--- config.mk ---
export PLATFORM = sky130hd
export DESIGN_NAME = ifu_fetch
export DESIGN_NICKNAME = d
export VERILOG_FILES = /design/src/rtl/ifu_fetch.sv
export SDC_FILE = /design/constraint.sdc
export NUM_CORES = 1
export LEC_CHECK = 0
export CAP_MARGIN = 20
export CORE_MARGIN = 2
export CORE_UTILIZATION = 44
export DETAILED_ROUTE_END_ITERATION = 8
export PLACE_DENSITY = 0.8
export SLEW_MARGIN = 20
export SYNTH_ARGS = -nofsm -noshare
export SYNTH_HDL_FRONTEND = slang
export SYNTH_SLANG_ARGS = --single-unit
--- constraint.sdc ---
create_clock -name clk -period 3.1 [get_ports clk]
set_input_delay 0.31 -clock clk [delete_from_list [all_inputs] [get_ports clk]]
set_output_delay 0.31 -clock clk [all_outputs]
set_load 0.005 [all_outputs]
--- src/rtl/ifu_fetch.sv ---
// Instruction fetch unit: owns the PC, issues single outstanding word fetches and
// hands fetched words to the consumer over a valid/ready handshake, honouring redirects.
module ifu_fetch #(
    parameter logic [31:0] RESET_PC = 32'h8000_0000
) (
    input  logic        clk,
    input  logic        rst,
    output logic        imem_req,
    output logic [31:0] imem_addr,
    input  logic        imem_gnt,
    input  logic        imem_rvalid,
    input  logic [31:0] imem_rdata,
    output logic        inst_valid,
    output logic [31:0] instruction,
    output logic [31:0] pc,
    input  logic        inst_ready,
    input  logic        redirect_valid,
    input  logic [31:0] redirect_target
);

    typedef enum logic [2:0] {
        S_IDLE,
        S_REQ,
        S_WAIT,
        S_HOLD,
        S_DROP
    } state_t;

    state_t      state_q, state_d;
    logic [31:0] pc_q, pc_d;
    logic [31:0] instr_q;
    logic [31:0] inst_pc_q;
    logic        capture;
    logic [31:0] target_aligned;

    assign target_aligned = {redirect_target[31:2], 2'b00};

    // Redirect takes priority everywhere but S_IDLE; a fetch already granted becomes stale.
    always_comb begin
        state_d = state_q;
        pc_d    = pc_q;
        capture = 1'b0;
        case (state_q)
            S_IDLE: begin
                state_d = S_REQ;
            end
            S_REQ: begin
                if (redirect_valid) begin
                    pc_d    = target_aligned;
                    state_d = imem_gnt ? S_DROP : S_REQ;
                end else if (imem_gnt) begin
                    state_d = S_WAIT;
                end
            end
            S_WAIT: begin
                if (redirect_valid) begin
                    pc_d    = target_aligned;
                    state_d = imem_rvalid ? S_REQ : S_DROP;
                end else if (imem_rvalid) begin
                    capture = 1'b1;
                    state_d = S_HOLD;
                end
            end
            S_HOLD: begin
                if (redirect_valid) begin
                    pc_d    = target_aligned;
                    state_d = S_REQ;
                end else if (inst_ready) begin
                    pc_d    = pc_q + 32'd4;
                    state_d = S_REQ;
                end
            end
            S_DROP: begin
                if (redirect_valid) begin
                    pc_d = target_aligned;
                end
                if (imem_rvalid) begin
                    state_d = S_REQ;
                end
            end
            default: begin
                state_d = S_IDLE;
            end
        endcase
    end

    always_ff @(posedge clk or posedge rst) begin
        if (rst) begin
            state_q   <= S_IDLE;
            pc_q      <= RESET_PC;
            instr_q   <= 32'd0;
            inst_pc_q <= RESET_PC;
        end else begin
            state_q <= state_d;
            pc_q    <= pc_d;
            if (capture) begin
                instr_q   <= imem_rdata;
                inst_pc_q <= pc_q;
            end
        end
    end

    // pc is a separate copy so it only moves when a new word enters S_HOLD.
    assign imem_req    = (state_q == S_REQ);
    assign imem_addr   = pc_q;
    assign inst_valid  = (state_q == S_HOLD);
    assign instruction = instr_q;
    assign pc          = inst_pc_q;

endmodule
# Word-level counts from Yosys, hierarchy flattened
# Index checks and enable logic that the tools add are counted.
# word_totals
regBits	99
latchBits	0
ram_bits	0
romBits	0
in_bits	70
output_inout_bits	98
wordCells	36
n_memories	0
# op_classes
addsub	1
multipliers	0
n_div	0
n_lt_le_gt_ge	0
n_eq_ne	9
shift	0
mux	17
bitwise	0
reduce_logical	5
# op_table
operator	count
two-way mux 32 bit	3
one-hot mux 32 bit (2 select lines)	1
adder 32 x 3 -> 32 bit, second input constant	1
two-way mux 3 bit	9
one-hot mux 3 bit (5 select lines)	1
== test 3 x 2 -> 1 bit, second input constant	2
!= test 3 x 1 -> 1 bit, second input constant	2
AND reduction 4 bit	1
== test 3 x 1 -> 1 bit, second input constant	1
== test 3 bit, second input constant	1
zero test 3 bit	1
two-way mux 1 bit	3
!= test 3 bit, second input constant	1
AND reduction 3 bit	1
OR reduction 3 bit	1
!= test 2 x 1 -> 1 bit, second input constant	1
!= test 2 bit, second input constant	1
nonzero test 2 bit	1

# Longest topological paths before layout
# Gate-level depths: netlist (run 1).
# logic_depth
ltp_word	4
mapped_depth	8
mapped_depth_nobuf	6

# Worst setup path before layout (run 1)
# Ideal clock, no wire load.
# synth_timing
path_type	reg-to-reg
from	reg pc_q[8], in the netlist imem_addr[8]
to	reg pc_q[23], in the netlist imem_addr[23]
setup_time_ns	0.069
arrival_time_ns	1.979
t_required_ns	3.031
slack_ns	1.051
stages_incl_launch_ff	7
n_path_buf	1
synth_period_minus_slack_ns	2.049
path_cell_list	dfrtp_1 -> nand4_1 -> or3_1 -> or3_1 -> clkbuf_2 -> or4_1 -> nand3_1
# synth_between
elab_chain_cells	4
# synth_rtl
element	line	rtl
start: declaration	30	logic [31:0] pc_q, pc_d;
start signal: assignment	95	pc_q <= pc_d;
adder 32 x 3 -> 32 bit	69	pc_d = pc_q + 32'd4;
two-way mux 32 bit	68	end else if (inst_ready) begin
two-way mux 32 bit	65	if (redirect_valid) begin
one-hot mux 32 bit (2 select lines)	43	case (state_q)
# Every way passes these cells. The select of a mux whose other input is x is not followed.
# A chain may end at the register's enable or synchronous reset.

# Worst setup path in the final report (run 1)
# Ends and elaborated chain as after synthesis.

==> qor.yml, run 1 <==
synth-seq-cells: 95
cts_num_sinks: 95
cts_max_level: 3
grt_max_degree: 96
r2r-start: "imem_addr[8]"
drtPass1Iterations: 5
intPower_mw: 3.72
antenna_cells: 0
status: "finished clean"
die_area_um2: 11000
drtIter0Drc: 191
synth_cell_types: 51
netSwitchingPower_mw: 2.02
drive_gt1_share_pct: 15.6
peakVddDrop_v: 0.000432
criticalPathCategory: "flop to flop"
post_cts_buffers: 0
slowest_stage: "or3_1"
finalCritPeriodShare_pct: 79.7
crit_path_start: "imem_addr[8]"
p_clk_share_pct: 12.6
setup_violations: 0
cp_data_arrival_time_ns: 2.76
yosysSeqAreaShare_pct: 53.2
fmax_mhz: 405
cts-root-buf: "clkbuf_8"
rsz0062_at_grt: "no"
grt_antenna_before_repair: 0
synth_cells: 410
p_leak_nw: 2.64
cts.clk_slew.worst_paths_ns: 0.09
cpPeakStageDelay_ns: 0.60
grt_pass1_vias: 3790
r2r-end: "imem_addr[23]"
clock_path_buffers: 2
via_per_inst: 5.59
place_hpwl_um: 8300
postCtsHoldBufs: 0
final.min_clock_period_ns: 2.47
yosys_warnings: 0
grt_util_all_layers_pct: 21.6
cp.depth: 5
clock_skew_ns: 0.00573
wire_per_inst_um: 17.0
path_max_fanout: 11
fin_util_pct: 64.9
powerDensity_nw_per_um2: 900
core_area_um2: 9820
die_y_um: 105
die_x_um: 105
rows: 36
ys.flop_type: "dfrtp_1"
numCtsBuffers: 9
seqPwrFrac_pct: 40.7
crit_top_cell: "or3_1"
wl_um: 11900
endpoint: "imem_addr[23]"
gp_congestion: 0.826
rr_worst_depth: 5
vias: 3890
power.share.combinational_pct: 46.7
synth.avg_cell_area_um2: 10.9
synthesis.area_um2: 4470
io_buffers: 161
area_growth_pct: 42.4
synthArstFlopShare_pct: 100
drc: 0
ant_nets: 0
critPathBufInv: 0
worstPathCellList: "nand4_1 > or3_1 > or3_1 > or4_1 > nand3_1"
required_ns: 3.39
finalHoldViolCount: 0
worst_slew_pin_slew_ns: 0.741
clk_latency_ns: 0.35
pin_count: 168
initial_utilization_pct: 45.5
cts_tree: "yes"
drv_cap: 0
cp-start-kind: "flop"
power.total_mw: 5.73
grt_pass1_wl_um: 19100
fin_setup_tns_ns: 0
switching_share_pct: 35.2
slew_violations: 0
grt_overflow: 0
rrSetupSlack_ns: 0.63
critical_path.endpoint_type: "flop"
nets: 630
synth_edf_count: 0
cts_resized: 0
cpLargestDelayFamily: "simple AND/OR/NAND/NOR gates"
max_slew_margin_pct: 50.6
hold_class: "input pin to async pin"
## cell usage after synthesis (2+ instances only)
library cell | count | area share, %
mux2_2 | 59 | 15
a21o_1 | 3 | 0.50
nand4_1 | 6 | 0.84
nor2b_1 | 2 | 0.28
o21ai_0 | 18 | 2.0
and4_1 | 5 | 0.98
buf_4 | 5 | 0.84
o2bb2a_1 | 2 | 0.45
nand2b_1 | 2 | 0.28
dfstp_2 | 2 | 1.2
dfrtp_1 | 93 | 52
a22oi_1 | 3 | 0.50
nor3_1 | 6 | 0.67
o211ai_1 | 3 | 0.50
clkbuf_1 | 19 | 1.6
nand3_1 | 21 | 2.4
nand2_1 | 27 | 2.3
a221o_1 | 3 | 0.67
or3_1 | 5 | 0.70
o21a_1 | 2 | 0.34
o21ai_1 | 7 | 0.78
a2bb2oi_1 | 3 | 0.59
o22a_1 | 2 | 0.39
or4_1 | 5 | 0.84
and3_1 | 3 | 0.42
o31ai_1 | 2 | 0.34
nor4_1 | 4 | 0.56
inv_1 | 5 | 0.42
buf_2 | 7 | 0.78
o22ai_1 | 12 | 1.7
nor2_1 | 16 | 1.3
a21oi_1 | 38 | 4.3
a31oi_1 | 2 | 0.28
## power groups by stage
stage / logic [mW] / clock network [mW] / registers, mW
5_1_grt: 2.91 / 0.794 / 2.42
2_1_floorplan: 1.23 / 0 / 2.26
3_3_place_gp: 2.61 / 0 / 2.30
3_5_place_dp: 2.69 / 0 / 2.35
6_report: 2.68 / 0.725 / 2.33
4_1_cts: 2.70 / 0.751 / 2.32
## cell type report
cell class | instances | area, um2
repair buffers | 168 | 1690
fillers | 810 | 3450
inverters | 6 | 25.0
clock buffers | 11 | 141
flip-flops and latches | 95 | 2380
clock inverters | 4 | 22.5
well taps | 133 | 166
multi-input cells | 279 | 1950
## sequential cells by signal, indices dropped and copies added (netlist names)
register / flops
state_q: 3
pc: 30
instruction: 32
imem_addr: 30
## placed cells by master, fill, tap and decap left out, types with 2 or more instances in the layout
master           synthesis  routed
a21o_1                   3       3
a21oi_1                 38      38
a221o_1                  3       3
a22oi_1                  3       3
a2bb2oi_1                3       3
a31oi_1                  2       2
and3_1                   3       3
and4_1                   5       5
buf_12                   0       2
buf_4                    5       5
clkbuf_8                 0      10
clkdlybuf4s50_1          0     161
clkinv_2                 0       3
conb_1                   1       4
dfrtp_1                 93      93
dfstp_2                  2       2
inv_1                    5       4
mux2_2                  59      59
nand2_1                 27      27
nand2b_1                 2       2
nand3_1                 21      20
nand4_1                  6       6
nor2_1                  16      16
nor2b_1                  2       2
nor3_1                   6       6
nor4_1                   4       4
o211ai_1                 3       3
o21a_1                   2       2
o21ai_0                 18      18
o21ai_1                  7       7
o22a_1                   2       2
o22ai_1                 12      12
o2bb2a_1                 2       2
o31ai_1                  2       2
or3_1                    5       5
or4_1                    5       5
## metal layers
metal / GRT usage, % / share of wire [%] / vias to the layer above
li1: - / - / 1809
met2: 34.0 / 47 / 161
met4: 9.24 / 2.7 / 0
met1: 29.1 / 43 / 1895
met5: 0 / 0 / -
met3: 4.43 / 6.6 / 25
## metrics by stage
stage	instance area, um2	hold WS, ns	cells	setup slack [ns]
2_1_floorplan	4480	0.455	413	0.316
3_3_place_gp	6210	0.463	681	0.732
3_5_place_dp	6210	0.490	681	0.643
4_1_cts	6370	0.448	696	0.663
5_1_grt	6370	0.463	696	0.520
6_report	6370	0.379	696	0.630
## cell families after synthesis
group	count (synthesis)	share of synthesized area [%]
XOR/XNOR	1	0.196
adder cells (fa/ha/maj)	1	0.280
buffers and inverters	39	4.08
multiplexers	60	15.1
AND/OR/NAND/NOR	106	12.3
AO/OA/AOI/OAI	107	14.8
other	1	0.0839
flip-flops	95	53.2
## worst register-to-register path: stages (launching register included)
cell     delay [ns]
dfrtp_1        0.49
nand4_1        0.17
or3_1          0.60
or3_1          0.53
or4_1          0.54
nand3_1        0.09
## worst min-delay path by stage
stage	from	slack [ns]	endpoint
2_1_floorplan	redirect_target[2]	0.46	imem_addr[2]
3_3_place_gp	pc[28]	0.46	pc[28]
3_5_place_dp	pc[17]	0.49	pc[17]
4_1_cts	rst	0.45	instruction[29]
5_1_grt	rst	0.46	instruction[7]
6_report	rst	0.38	instruction[23]
(Power assumes the default switching activity.)
==> inputs of run 2 (changes only) <==
- clock period: 3.1 -> 2.5 ns (I/O delays scaled with it)
==> run 2 against run 1 <==
Combinational power grew 34%. Utilization is 1.6 points higher. Critical path depth unchanged. Via count is 0.15% higher. Die area stayed put. Clock skew rose by 0.0045 ns. Fmax is 9.2% higher.
==> qor.yml, run 2 (synthesis results as in run 1) <==
grt_util_all_layers_pct: 22.1
rsz0062_at_grt: "no"
dpl_worst_slack_ns: 0.288
required_ns: 2.81
setup_violations: 0
vias: 3896
die_y_um: 105
slew_violations: 0
met1_usage_pct: 29.4
ant_nets: 0
cts_resized: 0
grt_max_degree: 66
hold-worst-slack_ns: 0.313
p_leak_nw: 2.72
core_area_um2: 9820
critPathBufInv: 0
cp_data_arrival_time_ns: 2.57
place_hpwl_um: 8580
fmax_mhz: 442
drive_gt1_share_pct: 17.2
postCtsHoldBufs: 0
path_max_fanout: 7
worst_slew_pin_slew_ns: 0.644
die_x_um: 105
clk_latency_ns: 0.37
nets: 643
fin_ws_ns: 0.239
clock_skew_ns: 0.0102
final.min_clock_period_ns: 2.26
rrSetupSlack_ns: 0.24
cp-start-kind: "flop"
status: "finished clean"
gp_congestion: 0.846
max_slew_margin_pct: 56.7
r2r-start: "imem_addr[5]"
cts-root-buf: "clkbuf_8"
grt_util_met3_pct: 3.99
drv_cap: 0
grt_pass1_vias: 3902
slowest_stage: "or4_1"
fin_setup_tns_ns: 0
largest_reg_flops: 32
grt_antenna_before_repair: 0
hold_class: "input pin to async pin"
peakVddDrop_v: 0.000527
cts_max_level: 3
wl_um: 11800
r2r-end: "imem_addr[23]"
worstPathCellList: "nand3_1 > or3_1 > or3_1 > or4_1 > nand3_1"
powerDensity_nw_per_um2: 1130
busiest_layer: "met2"
numCtsBuffers: 9
met2_usage_pct: 35.3
io_buffers: 161
drtIter0Drc: 241
die_area_um2: 11000
cpLargestDelayFamily: "simple AND/OR/NAND/NOR gates"
finalCritPeriodShare_pct: 90.4
cts_num_sinks: 95
clock_path_buffers: 2
rr_worst_depth: 5
pin_count: 168
wire_per_inst_um: 16.7
cts_tree: "yes"
area_growth_pct: 45.9
critical_path.endpoint_type: "flop"
via_per_inst: 5.49
final_common_cell: "clkdlybuf4s50_1"
rows: 36
final_area_um2: 6530
placed_cell_area_um2: 6340
fin_util_pct: 66.5
cts.clk_slew.worst_paths_ns: 0.09
grt_overflow: 0
antenna_cells: 0
finalHoldViolCount: 0
initial_utilization_pct: 45.5
cpPeakStageDelay_ns: 0.54
drtPass1Iterations: 5
crit_path_start: "imem_addr[5]"
grt_pass1_wl_um: 19300
drc: 0
most-common-layout-cells: "clkdlybuf4s50_1, dfrtp_1, mux2_2"
criticalPathCategory: "flop to flop"
post_cts_buffers: 0
==> run 2: cell types whose count changed in the layout (fill, tap and decap cells not counted), sizes merged <==
cell and change:
buf +13, bufinv +1, clkbuf +2, clkinv -1
inv -1
==> run 2: per-stage QoR <==
stage | std cells | total power [mW]
floorplan | 413 | 4.33
global placement | 694 | 6.27
detailed placement | 694 | 6.42
CTS | 710 | 7.43
global route | 710 | 7.87
finish | 710 | 7.37
==> run 2: power breakdown <==
part,leakage [nW],switching [mW],internal [mW]
Combinational,1.45,1.44,2.14
Sequential,1.18,0.579,2.22
Clock,0.0916,0.519,0.465
Total,2.72,2.54,4.83
==> run 2: worst reg2reg max path: stages (launching register included) <==
cell and delay, ns:
dfrtp_1 0.44, nand3_1 0.18, or3_1 0.45, or3_1 0.49, or4_1 0.54, nand3_1 0.09
==> run 2: cell type report <==
type | instances | area (um2)
fill | 825 | 3290
sequential | 95 | 2380
multi-input combinational | 279 | 1950
timing repair buffer | 181 | 1820
tap | 133 | 166
clock buffer | 13 | 139
clock inverter | 3 | 43.8
inverter | 6 | 26.3
==> run 2: routing by layer <==
layer | routed length [um] | up-vias
li1 | - | 1835
met5 | 0 | -
met1 | 5240 | 1891
met4 | 289 | 0
met3 | 629 | 22
met2 | 5690 | 148
==> run 2: worst max-delay path by stage <==
stage                                to  depth (start not counted)  slack (ns)
after CTS                 imem_addr[23]                          5        0.28
after global placement    imem_addr[23]                          5        0.34
after detailed placement  imem_addr[31]                          6        0.29
after floorplan           imem_addr[23]                          6        0.45
final                     imem_addr[23]                          5        0.24
after global routing      imem_addr[27]                          6        0.15
